## src/rtl/dbus_uart_tx.sv

```systemverilog
// dbus_uart_tx: memory-mapped 8N1 UART transmitter, 4-entry TX FIFO, programmable baud divisor.
// Latency: rdata one cycle after a read strobe; start bit one cycle after a DATA write to an idle block.
// Backpressure: none on the bus; a DATA write while the FIFO is full is dropped and sets sticky ovf.
// Option: define UART_TX_PARITY_EN to insert an even parity bit between DATA and STOP (11-bit frame).
module dbus_uart_tx #(
    parameter int              DW         = 16,
    parameter int              FIFO_DEPTH = 4,
    parameter logic [DW-1:0]   DIV_RST    = 16'd867
) (
    input  logic          clk,
    input  logic          rst,
    input  logic          sel,
    input  logic          we,
    input  logic [1:0]    addr,
    input  logic [DW-1:0] din,
    output logic [DW-1:0] rdata,
    output logic          tx,
    output logic          irq
);

    localparam int            PW   = $clog2(FIFO_DEPTH);
    localparam int            CW   = PW + 1;
    localparam logic [DW-1:0] ONE  = 1;
    localparam logic [PW-1:0] PONE = 1;
    localparam logic [CW-1:0] CONE = 1;
`ifdef UART_TX_PARITY_EN
    localparam logic          PAR_BIT = 1'b1;
`else
    localparam logic          PAR_BIT = 1'b0;
`endif

    typedef enum logic [2:0] {
        S_IDLE,
        S_START,
        S_DATA,
`ifdef UART_TX_PARITY_EN
        S_PARITY,
`endif
        S_STOP
    } state_t;

    state_t        state_q, state_d;
    logic [7:0]    mem_q [FIFO_DEPTH];
    logic [7:0]    mem_d [FIFO_DEPTH];
    logic [PW-1:0] wr_ptr_q, wr_ptr_d, rd_ptr_q, rd_ptr_d;
    logic [CW-1:0] count_q, count_d;
    logic          ovf_q, ovf_d;
    logic [DW-1:0] div_q, div_d;
    logic [DW-1:0] baud_q, baud_d;
    logic [2:0]    bit_idx_q, bit_idx_d;
    logic [7:0]    shift_q, shift_d;
    logic          tx_q, tx_d;
    logic          irq_q, irq_d;
    logic [DW-1:0] rdata_q, rdata_d;
    logic [DW-1:0] stat_v;

    logic wr_en, push, push_ok, pop, fifo_full, fifo_empty, bit_end;

    assign wr_en      = sel && we;
    assign push       = wr_en && (addr == 2'd0);
    assign fifo_full  = (count_q == CW'(FIFO_DEPTH));
    assign fifo_empty = (count_q == '0);
    assign push_ok    = push && !fifo_full;
    assign bit_end    = (baud_q == '0);

    // Serial FSM: pops bytes from the FIFO and shifts them out as start/data/(parity)/stop bits.
    always_comb begin
        state_d   = state_q;
        baud_d    = baud_q;
        bit_idx_d = bit_idx_q;
        shift_d   = shift_q;
        tx_d      = tx_q;
        pop       = 1'b0;
        // The divisor is sampled only at bit boundaries, so DIV writes land on the next bit.
        if (state_q != S_IDLE) begin
            baud_d = bit_end ? div_q : (baud_q - ONE);
        end
        case (state_q)
            S_IDLE: begin
                tx_d = 1'b1;
                if (!fifo_empty) begin
                    pop       = 1'b1;
                    shift_d   = mem_q[rd_ptr_q];
                    baud_d    = div_q;
                    bit_idx_d = '0;
                    state_d   = S_START;
                    tx_d      = 1'b0;
                end
            end
            S_START: begin
                if (bit_end) begin
                    bit_idx_d = '0;
                    state_d   = S_DATA;
                    tx_d      = shift_q[0];
                end
            end
            S_DATA: begin
                if (bit_end) begin
                    if (bit_idx_q == 3'd7) begin
`ifdef UART_TX_PARITY_EN
                        state_d = S_PARITY;
                        tx_d    = ^shift_q;
`else
                        state_d = S_STOP;
                        tx_d    = 1'b1;
`endif
                    end else begin
                        bit_idx_d = bit_idx_q + 3'd1;
                        tx_d      = shift_q[bit_idx_q + 3'd1];
                    end
                end
            end
`ifdef UART_TX_PARITY_EN
            S_PARITY: begin
                if (bit_end) begin
                    state_d = S_STOP;
                    tx_d    = 1'b1;
                end
            end
`endif
            S_STOP: begin
                if (bit_end) begin
                    // Back-to-back frames: go straight to START when another byte is waiting.
                    if (!fifo_empty) begin
                        pop       = 1'b1;
                        shift_d   = mem_q[rd_ptr_q];
                        bit_idx_d = '0;
                        state_d   = S_START;
                        tx_d      = 1'b0;
                    end else begin
                        state_d = S_IDLE;
                        tx_d    = 1'b1;
                    end
                end
            end
            default: begin
                state_d = S_IDLE;
                tx_d    = 1'b1;
            end
        endcase
    end

    // Register file, FIFO bookkeeping and next-cycle read data / interrupt.
    always_comb begin
        mem_d    = mem_q;
        wr_ptr_d = wr_ptr_q;
        rd_ptr_d = rd_ptr_q;
        count_d  = count_q;
        ovf_d    = ovf_q;
        div_d    = div_q;
        rdata_d  = '0;
        stat_v   = '0;
        if (push) begin
            if (fifo_full) begin
                ovf_d = 1'b1;
            end else begin
                mem_d[wr_ptr_q] = din[7:0];
                wr_ptr_d        = wr_ptr_q + PONE;
            end
        end
        if (pop) begin
            rd_ptr_d = rd_ptr_q + PONE;
        end
        case ({push_ok, pop})
            2'b10:   count_d = count_q + CONE;
            2'b01:   count_d = count_q - CONE;
            default: count_d = count_q;
        endcase
        if (wr_en && (addr == 2'd1) && din[3]) begin
            ovf_d = 1'b0;
        end
        if (wr_en && (addr == 2'd2)) begin
            div_d = din;
        end
        // Reads report the state as it stands after this edge.
        stat_v[0] = (count_d == CW'(FIFO_DEPTH));
        stat_v[1] = (count_d == '0);
        stat_v[2] = (state_d != S_IDLE);
        stat_v[3] = ovf_d;
        stat_v[4] = PAR_BIT;
        if (sel && !we) begin
            case (addr)
                2'd1:    rdata_d = stat_v;
                2'd2:    rdata_d = div_d;
                default: rdata_d = '0;
            endcase
        end
        irq_d = (count_d == '0) && (state_d == S_IDLE);
    end

    // FIFO storage needs no reset: pointers and count define what is valid.
    always_ff @(posedge clk) begin
        mem_q <= mem_d;
    end

    // State registers; reset aborts any frame and forces the line idle-high immediately.
    always_ff @(posedge clk or negedge rst) begin
        if (!rst) begin
            state_q   <= S_IDLE;
            wr_ptr_q  <= '0;
            rd_ptr_q  <= '0;
            count_q   <= '0;
            ovf_q     <= 1'b0;
            div_q     <= DIV_RST;
            baud_q    <= '0;
            bit_idx_q <= '0;
            shift_q   <= '0;
            tx_q      <= 1'b1;
            irq_q     <= 1'b1;
            rdata_q   <= '0;
        end else begin
            state_q   <= state_d;
            wr_ptr_q  <= wr_ptr_d;
            rd_ptr_q  <= rd_ptr_d;
            count_q   <= count_d;
            ovf_q     <= ovf_d;
            div_q     <= div_d;
            baud_q    <= baud_d;
            bit_idx_q <= bit_idx_d;
            shift_q   <= shift_d;
            tx_q      <= tx_d;
            irq_q     <= irq_d;
            rdata_q   <= rdata_d;
        end
    end

    assign rdata = rdata_q;
    assign tx    = tx_q;
    assign irq   = irq_q;

endmodule

```

## config.mk

```make
export PLATFORM = sky130hd
export DESIGN_NAME = dbus_uart_tx
export DESIGN_NICKNAME = d
export VERILOG_FILES = /design/src/rtl/dbus_uart_tx.sv
export SDC_FILE = /design/constraint.sdc
export NUM_CORES = 1
export LEC_CHECK = 0
export BUFFER_PORTS_ARGS = -buffer_cell sky130_fd_sc_hd__clkbuf_2
export CAP_MARGIN = 10
export CORE_MARGIN = 2
export CORE_UTILIZATION = 40
export DETAILED_ROUTE_END_ITERATION = 12
export PLACE_DENSITY = 0.7
export RECOVER_POWER = 25
export SKIP_LAST_GASP = 1
export SYNTH_ARGS = -nofsm -noshare
export SYNTH_HDL_FRONTEND = slang
export SYNTH_SLANG_ARGS = --single-unit
```

## constraint.sdc

```tcl
create_clock -name clk -period 2.99 [get_ports clk]
set_input_delay 0.897 -clock clk [delete_from_list [all_inputs] [get_ports clk]]
set_output_delay 0.897 -clock clk [all_outputs]
set_load 0.05 [all_outputs]
```

==> flow_metrics.py, run 1 <==
metrics = {
    "run_status": {
        "outcome": "complete, but fails checks",
        "violations": "capacitance limit, slew limit",
    },
    "synth": {
        "synth_edf_count": 32,
        "synth-main-ff-cell": "dfrtp_1",
        "async_flop_share_pct": 69.2,
        "synth_cells": 352,
        "synth_nets": 386,
        "yosys.area.top_type": "dfrtp_1",
        "synth-simple-area-share_pct": 11.7,
        "syn_avg_cell_area_um2": 13.3,
        "synth_most_common_cell": "dfrtp_1",
        "yosys.cell_types.count": 61,
        "ys_seq_area_share_pct": 59.4,
        "synth_top_family_by_area": "multiplexers",
        "ys_seq_elements": 104,
        "post-synth-top-area-fraction_pct": 34.3,
        "muxShareOfSynthArea_pct": 12.0,
        "synth_compound_area_share_pct": 9.79,
        "synthAdderAreaFrac_pct": 3.38,
        "synth_area_um2": 4670,
        "synth_warnings": 0,
        "synth_common_cells": "dfrtp_1, edfxtp_1, nor2_1",
        "synth_area_leaders": "dfrtp_1, edfxtp_1, mux4_2",
        "synth_xor_area_share_pct": 1.31,
    },
    "worst_hold_path": {
        "min_to": "baud_q[15]",
        "hp-class": "register to register",
        "holdPathStages": 2,
        "worstHoldStart": "div_q[15]",
    },
    "worst_setup_path": {
        "rr_worst_depth": 11,
        "required_ns": 3.26,
        "end_kind": "register",
        "cp_num_cells": 11,
        "critPathBufInv": 1,
        "r2r_slack_ns": 0.29,
        "crit_family": "simple AND/OR/NAND/NOR gates",
        "slowest_stage": "fa_1",
        "cp.arrival_ns": 2.97,
        "cp_slowest_stage_delay_ns": 0.45,
        "start_kind": "register",
        "worstPathCellList": "nor3_1, nand3_1, o32ai_4, nand2_4, inv_1, ha_1, fa_1, nor2_1, a22o_1, nand2_1, o21ai_0",
        "worst-path-max-fanout": 6,
        "worstReg2RegStart": "baud_q[13]",
        "setup.worst_path.class": "register to register",
        "r2r_end": "rdata[1]",
    },
    "route": {
        "drt-vias-per-instance": 5.34,
        "drtIter0Drc": 134,
        "ant_nets": 0,
        "wire_per_inst_um": 16.3,
        "drc": 0,
        "first_pass_iters": 4,
        "num_vias": 2932,
        "drt_wl_total_um": 8960,
    },
    "global_routing": {
        "global_route.usage.met2_pct": 23.6,
        "grt_pass1_vias": 2958,
        "antenna_found_initial": 0,
        "grtUsageTotal_pct": 15.5,
        "overflow": 0,
        "grt_pass1_wl_um": 15400,
        "grt_max_degree": 73,
        "use_met1_pct": 22.2,
        "grt-busiest-layer": "met2",
        "met3_usage_pct": 2.75,
    },
    "sta": {
        "skew_ns": 0.00597,
        "setup_slack_ns": 0.291,
        "slew_headroom_pct": -16.7,
        "rsz0062_at_grt": "false",
        "period_share_pct": 90.3,
        "slew_violations": 73,
        "fmax_mhz": 370,
        "hold_viol_final": 0,
        "worst_pin_slew_ns": 1.75,
        "fin_crit_ns": 2.70,
        "setup_viol": 0,
    },
    "clock_tree": {
        "post_cts_buffers": 0,
        "cts_root_buf": "clkbuf_16",
        "clk_latency_ns": 0.35,
        "post_cts_resized": 0,
        "numClockSinks": 104,
        "h-tree-depth": 3,
        "clockBufferDepth": 2,
        "numCtsBuffers": 9,
        "holdBufCountCts": 0,
        "clk_pin_slew_ns": 0.07,
        "cts_tree": "yes",
    },
    "placed_design": {
        "io_buffers": 39,
        "place_ws_ns": -0.0542,
        "placed_cell_area_um2": 5080,
        "dp_hpwl_um": 6220,
        "dp_cells": 533,
        "place.gp.congestion": 0.875,
    },
    "power": {
        "ir_worst_vdd_mv": 0.360,
        "power.density_nw_per_um2": 802,
        "p_leak_nw": 2.21,
        "total_power_mw": 4.29,
    },
    "run": {
        "maxCapViolations": 1,
    },
    "floorplanning": {
        "coreArea_um2": 11400,
        "die_x_um": 112,
        "start_util_pct": 40.9,
        "ios": 40,
        "dieArea_um2": 12500,
        "fp.dieH_um": 112,
        "placementRows": 39,
    },
    "finish": {
        "layout.nets": 435,
        "area_growth_syn_to_layout_pct": 14.6,
        "stdcell_area_um2": 5350,
        "final_cells": 549,
        "utilization_pct": 46.8,
        "diodes": 0,
        "drive_gt1_share_pct": 26.8,
    },
}
## layout by cell type, fill, tap and decap left out, types with 2 or more instances in the layout
cell / count
o21ai_0: 15
nor2_1: 25
mux2_4: 8
nor4_2: 2
o211ai_1: 4
o21a_1: 2
dfrtp_1: 64
mux2_2: 18
inv_1: 15
ha_1: 11
clkbuf_2: 31
a311oi_1: 5
a21oi_1: 10
xor2_1: 2
clkbuf_1: 9
nand2b_1: 2
nand2_1: 16
a41oi_1: 2
nand3_1: 15
xnor2_1: 5
mux4_2: 10
buf_4: 11
a221oi_1: 2
nor4_1: 2
o22ai_1: 2
a22o_1: 3
nor3_1: 9
nand3b_1: 2
o221ai_1: 2
or3_1: 2
dfstp_2: 8
clkinv_4: 2
clkbuf_16: 9
a31oi_1: 2
and2_1: 15
edfxtp_1: 32
o31ai_1: 2
## worst min-delay path, stage by stage, from the launching register on
cell     delay [ns]
dfrtp_1        0.34
a32oi_1        0.05
o21ai_0        0.06
## flip-flops by register name, summed over array words and instances (netlist names)
signal / count
baud_q: 16
ovf_q: 1
mem_q: 32
tx: 1
state_q: 3
rdata: 16
rd_ptr_q: 2
shift_q: 8
wr_ptr_q: 2
bit_idx_q: 3
irq: 1
count_q: 3
div_q: 16
## how the worst max path moves through the flow
stage                    end        from  slack [ns]
global placement    rdata[0]     addr[0]        0.09
floorplan           rdata[0]     addr[0]        0.07
global route        rdata[0]  baud_q[10]        0.03
CTS                      irq   baud_q[0]        0.23
finish              rdata[1]  baud_q[13]        0.29
detailed placement  rdata[0]     addr[0]       -0.05
## power breakdown
group          internal (mW)  switching, mW  leakage, nW
sequential              1.78          0.342         1.17
clock                  0.595          0.520        0.138
combinational          0.556          0.500        0.902
total                   2.93           1.36         2.21
## metal layers
layer | vias to the layer above | routed length, um
li1 | 1406 | -
met1 | 1452 | 4210
met2 | 60 | 4260
met3 | 14 | 328
met4 | 0 | 161
met5 | - | 0
## kinds of logic after synthesis
logic type      after synthesis
flops                       104
simple gates                101
compound gates               63
mux                          37
buf+inv                      27
fa+ha+maj                    12
xor+xnor                      7
other cells                   1
## final cells by class
cell class	count	area [um2]
well taps	143	179
clock inverters	5	41.3
inverters	15	56.3
flip-flops and latches	104	2770
fillers	1031	6070
repair buffers	50	268
clock buffers	11	243
multi-input cells	221	1790
## metrics by stage
step / setup TNS [ns] / hold slack [ns]
finish: 0 / 0.490
global route: 0 / 0.505
CTS: 0 / 0.494
detailed placement: -0.0717 / 0.479
global placement: 0 / 0.470
floorplan: 0 / 0.455
No activity file was read; power rests on OpenSTA's default activity.
==> run 2: changes to the inputs <==
Settings changed: GPL_TIMING_DRIVEN from default to 0, REMOVE_ABC_BUFFERS from default to 1, SETUP_SLACK_MARGIN from default to 0.3.
==> run 2 against run 1 <==
Against the previous run:
- the run still ends with capacitance limit, slew limit left
- first-iteration DRC count rose by 99%
- combinational power is 16% higher
- power rose by 6.0%
- sequential power up 2%
- clock power up 4%
- maximum frequency decreased by 0.84%
- wire length increased by 7.8%
- via count increased by 6.2%
==> flow_metrics.py, run 2 (synthesized netlist as in run 1, its figures left out) <==
metrics = {
    "run_status": {
        "outcome": "complete, but fails checks",
        "violations": "capacitance limit, slew limit",
    },
    "worst_hold_path": {
        "hp-class": "register to register",
        "holdPathStages": 1,
    },
    "finish": {
        "diodes": 0,
        "final_common_cell": "dfrtp_1",
        "drive_gt1_share_pct": 30.7,
        "top_register": "mem_q",
        "layout.nets": 439,
        "area_growth_syn_to_layout_pct": 17.9,
        "final_cell_mix": "dfrtp_1, edfxtp_1, clkbuf_2",
        "stdcell_area_um2": 5500,
        "largest_reg_flops": 32,
    },
    "power": {
        "power.density_nw_per_um2": 826,
        "p_leak_nw": 2.25,
        "ir_worst_vdd_mv": 0.469,
        "total_power_mw": 4.54,
    },
    "global_routing": {
        "grt_pass1_wl_um": 15800,
        "grtUsageTotal_pct": 15.9,
        "grt_max_degree": 40,
        "grt_pass1_vias": 3080,
        "antenna_found_initial": 0,
        "overflow": 0,
    },
    "run": {
        "maxCapViolations": 1,
    },
    "placed_design": {
        "io_buffers": 39,
        "placed_cell_area_um2": 5020,
        "place.gp.congestion": 0.871,
        "dp_hpwl_um": 6200,
        "place_ws_ns": -0.343,
    },
    "worst_setup_path": {
        "cp_num_cells": 13,
        "setup.worst_path.class": "register to register",
        "cp.arrival_ns": 2.98,
        "rr_worst_depth": 13,
        "slowest_stage": "fa_1",
        "worstPathCellList": "inv_2, ha_4, nor4b_4, nand2_2, o32ai_4, nand2_4, inv_2, ha_4, fa_1, nor2_1, a22o_1, nand2_2, o21ai_2",
        "worst-path-max-fanout": 3,
        "start_kind": "register",
        "required_ns": 3.25,
        "critPathBufInv": 2,
        "end_kind": "register",
        "crit_family": "adder cells",
        "cp_slowest_stage_delay_ns": 0.43,
    },
    "route": {
        "num_vias": 3114,
        "drc": 0,
        "drt_wl_total_um": 9660,
        "first_pass_iters": 5,
        "wire_per_inst_um": 17.5,
        "ant_nets": 0,
        "drtIter0Drc": 267,
        "drt-vias-per-instance": 5.63,
    },
    "clock_tree": {
        "cts_root_buf": "clkbuf_16",
        "clockBufferDepth": 2,
        "clk_pin_slew_ns": 0.07,
        "holdBufCountCts": 0,
        "numCtsBuffers": 9,
        "clk_latency_ns": 0.34,
        "numClockSinks": 104,
        "h-tree-depth": 3,
        "cts_tree": "yes",
    },
    "floorplanning": {
        "fp.dieH_um": 112,
        "die_x_um": 112,
        "dieArea_um2": 12500,
        "start_util_pct": 40.9,
        "coreArea_um2": 11400,
        "placementRows": 39,
        "ios": 40,
    },
    "sta": {
        "rsz0062_at_grt": "true",
        "fmax_mhz": 367,
        "worst_pin_slew_ns": 1.91,
        "fin_crit_ns": 2.72,
        "slew_headroom_pct": -27.4,
        "setup_slack_ns": 0.268,
        "hold_viol_final": 0,
        "slew_violations": 34,
        "setup_viol": 0,
        "skew_ns": 0.00697,
        "period_share_pct": 91.0,
        "tns_ns": 0,
        "fin_hold_ws_ns": 0.498,
    },
}
## run 2: per-layer routing
metal  share of wire, %  GRT usage (%)
met1                 45           22.9
met2                 48           25.1
met3                4.8           1.84
met4                1.7           6.50
met5                  0              0
## run 2: through the flow
step                      util, %  std cells
after detailed placement     44.0        524
after global placement       43.7        522
after CTS                    47.6        547
final                        48.2        553
after floorplan                 -        340
after global routing         48.2        553
## run 2: final timing paths
kind / from / endpoint / slack [ns]
max: baud_q[1] / rdata[0] / 0.27
min: div_q[13] / rdata[13] / 0.50
max reg2reg: baud_q[1] / rdata[0] / 0.27
min reg2reg: div_q[13] / rdata[13] / 0.50
max in group asynchronous: rst / rdata[4] / 0.81
min in group asynchronous: rst / rdata[13] / 1.08
## run 2: final cells by class
| type | count | area (um2) |
|---|---|---|
| fill | 1003 | 5920 |
| tap | 143 | 179 |
| clock inverter | 3 | 23.8 |
| clock buffer | 13 | 272 |
| sequential | 104 | 2770 |
| timing repair buffer | 54 | 310 |
| multi-input combinational | 221 | 1890 |
| inverter | 15 | 56.3 |
## run 2: power by group
part | total (mW) | internal (mW) | switching (mW)
clock | 1.15 | 0.643 | 0.512
combinational | 1.23 | 0.647 | 0.587
sequential | 2.16 | 1.78 | 0.380
## run 2: repair_timing
item / 4_1_cts / 5_1_grt
buffers inserted: 7 / 6
setup endpoints to repair: 13 / 8
resized for setup: 14 / 8
hold endpoints to repair: 0 / 0
pin swaps: 4 / 7
==> run 3: changes to the inputs <==
--- a/config.mk
+++ b/config.mk
@@ -6,4 +6,5 @@
 export NUM_CORES = 1
 export LEC_CHECK = 0
+export ABC_AREA = 1
 export BUFFER_PORTS_ARGS = -buffer_cell sky130_fd_sc_hd__clkbuf_2
 export CAP_MARGIN = 10
==> constraint.sdc (replaced) <==
create_clock -name clk -period 2.99 [get_ports clk]
set_input_delay 0.897 -clock clk [delete_from_list [all_inputs] [get_ports clk]]
set_output_delay 0.897 -clock clk [all_outputs]
set_load 0.1 [all_outputs]
==> run 3 against run 2 <==
Against the previous run:
- the run still ends with capacitance limit, slew limit left
- setup slack better by 0.16 ns
- synthesized area up 7.2%
- critical path depth unchanged
- combinational power up 35%
- critical endpoint is now rdata[1]
==> flow_metrics.py, run 3 <==
metrics = {
    "synth": {
        "yosys.cell_types.count": 41,
        "synth_area_leaders": "dfrtp_1, edfxtp_1, nand2_1",
        "yosys.area.top_type": "dfrtp_1",
        "ys_seq_elements": 104,
        "post-synth-top-area-fraction_pct": 32.0,
        "synth_edf_count": 32,
        "syn_avg_cell_area_um2": 9.12,
        "ys_seq_area_share_pct": 55.4,
        "synth_warnings": 0,
        "synth-main-ff-cell": "dfrtp_1",
        "synth_most_common_cell": "nand2_1",
        "synth_common_cells": "nand2_1, nor2_1, inv_1",
        "synth_cells": 549,
        "async_flop_share_pct": 69.2,
        "synth_area_um2": 5000,
    },
    "finish": {
        "fillers": 1128,
        "largest_reg_flops": 32,
        "final_cells": 773,
        "layout.nets": 634,
        "final_cell_mix": "nand2_1, nor2_1, inv_1",
        "stdcell_area_um2": 5880,
        "final_common_cell": "nand2_1",
        "top_register": "mem_q",
        "drive_gt1_share_pct": 18.5,
        "diodes": 0,
        "area_growth_syn_to_layout_pct": 17.5,
        "utilization_pct": 48.6,
    },
    "power": {
        "power.density_nw_per_um2": 849,
        "ir_worst_vdd_mv": 0.467,
        "total_power_mw": 4.99,
        "p_leak_nw": 2.64,
    },
    "worst_setup_path": {
        "worstReg2RegStart": "baud_q[10]",
        "end_kind": "register",
        "r2r_slack_ns": 0.43,
        "worst-path-max-fanout": 7,
        "cp.arrival_ns": 2.83,
        "required_ns": 3.27,
        "setup.worst_path.class": "register to register",
        "rr_worst_depth": 13,
        "start_kind": "register",
        "r2r_end": "rdata[1]",
        "crit_path_start": "baud_q[10]",
        "crit_end": "rdata[1]",
    },
    "sta": {
        "fmax_mhz": 391,
        "hold_viol_final": 0,
        "rsz0062_at_grt": "true",
        "slew_violations": 34,
        "fin_crit_ns": 2.56,
        "worst_pin_slew_ns": 1.92,
        "skew_ns": 0.00834,
        "setup_viol": 0,
        "period_share_pct": 85.6,
        "slew_headroom_pct": -27.9,
    },
    "run": {
        "maxCapViolations": 1,
    },
    "floorplanning": {
        "start_util_pct": 41.3,
        "fp.dieH_um": 116,
        "ios": 40,
        "dieArea_um2": 13400,
        "coreArea_um2": 12100,
        "die_x_um": 116,
        "placementRows": 40,
    },
    "clock_tree": {
        "cts_tree": "yes",
        "numClockSinks": 104,
        "clk_pin_slew_ns": 0.07,
        "numCtsBuffers": 9,
        "clk_latency_ns": 0.35,
        "clockBufferDepth": 2,
        "cts_root_buf": "clkbuf_16",
        "h-tree-depth": 3,
    },
    "placed_design": {
        "placed_cell_area_um2": 5320,
        "dp_cells": 739,
        "place.gp.congestion": 0.930,
        "dp_hpwl_um": 7310,
        "io_buffers": 39,
    },
    "global_routing": {
        "overflow": 0,
        "grt_pass1_wl_um": 18800,
        "grt_pass1_vias": 3898,
        "grt_max_degree": 40,
        "grtUsageTotal_pct": 18.3,
        "antenna_found_initial": 0,
    },
    "run_status": {
        "outcome": "complete, but fails checks",
        "violations": "capacitance limit, slew limit",
    },
    "route": {
        "drtIter0Drc": 213,
        "highest_layer": "met4",
        "wire_per_inst_um": 14.9,
        "num_vias": 3922,
        "drt-vias-per-instance": 5.07,
        "first_pass_iters": 5,
        "ant_nets": 0,
        "drc": 0,
        "drt_wl_total_um": 11500,
        "wl_met1_um": 4890,
        "route.met3.wl_um": 676,
        "wl_met2_um": 5740,
    },
    "worst_hold_path": {
        "hp-class": "register to register",
        "worstHoldStart": "shift_q[4]",
    },
}
run 3: cell count changes in the layout (fill, tap and decap cells not counted), moves of 7 or more:
cell	previous run	this run
and2_1	15	0
mux4_2	10	0
o21ai_0	13	58
mux2_2	18	1
inv_1	13	64
o32ai_1	0	8
nor2_1	25	73
mux2_4	8	0
nand3_1	15	22
a21oi_1	9	27
nand2_1	14	94
run 3: worst max-delay path: stages, from the launching register on:
cell and delay [ns]:
dfrtp_2 0.46, nor2_2 0.18, nand2_2 0.10, nor2_4 0.16, nand2_4 0.06, nand2_2 0.11
nand2_8 0.08, clkinvlp_4 0.11, ha_2 0.20, fa_1 0.42, mux2_2 0.30, nor2_2 0.11
nand2_1 0.08, o21ai_1 0.12
run 3: area by class of cell:
type                       count  area [um2]  share of cell area [%]
clock buffer                  10         250                    4.25
timing repair buffer          56         324                    5.51
clock inverter                 6        65.1                    1.11
inverter                      71         274                    4.66
multi-input combinational    357        1980                    33.6
tap                          168         210                    3.57
sequential                   104        2780                    47.2
timing repair inverter         1        5.00                  0.0851
run 3: what timing repair did:
action | in CTS | in global routing
setup buffers | 8 | 8
hold buffers | 0 | 0
cloned | 2 | 0
gates resized for setup | 16 | 17
hold endpoints to repair | 0 | 0
pin swaps | 6 | 6
endpoints found under the setup margin | 6 | 5
run 3: where the power goes:
part | switching, mW | leakage (nW) | internal, mW
logic | 1.05 | 1.34 | 0.612
clock network | 0.528 | 0.149 | 0.701
registers | 0.330 | 1.15 | 1.78
run 3: how the worst min path moves through the flow:
stage                 endpoint  slack [ns]  depth (start not counted)
floorplan           shift_q[1]        0.45                          2
detailed placement  shift_q[7]        0.47                          2
global route        shift_q[7]        0.51                          2
finish              shift_q[4]        0.48                          2
CTS                 shift_q[4]        0.49                          2
global placement    shift_q[7]        0.47                          2
run 3: logic make-up (layout without fill, tap and decap cells):
group                      count (synthesis)  after routing  share of synthesized area [%]
muxes                                      1              1                          0.225
and+or+nand+nor                          219            220                           18.9
DFF                                      104            104                           55.4
AOI/OAI and AO/OA                        109            109                           12.1
xor gates and xnor gates                  14             14                           2.60
adders and majority gates                 12             12                           3.15
buffers and inverters                     89            144                           7.60
other                                      1              1                         0.0749
run 3: layer usage:
layer,vias up,track usage (%)
li1,1892,-
met1,1892,23.7
met3,20,4.60
met2,118,29.6
met4,0,7.06
met5,-,0
run 3: through the flow:
stage	TNS, ns	hold slack, ns	setup WS, ns
after floorplan	0	0.449	0.0666
after global placement	-2.55	0.471	-0.668
after detailed placement	-3.20	0.467	-0.791
after CTS	0	0.486	0.321
after global routing	0	0.513	0.260
final	0	0.482	0.431
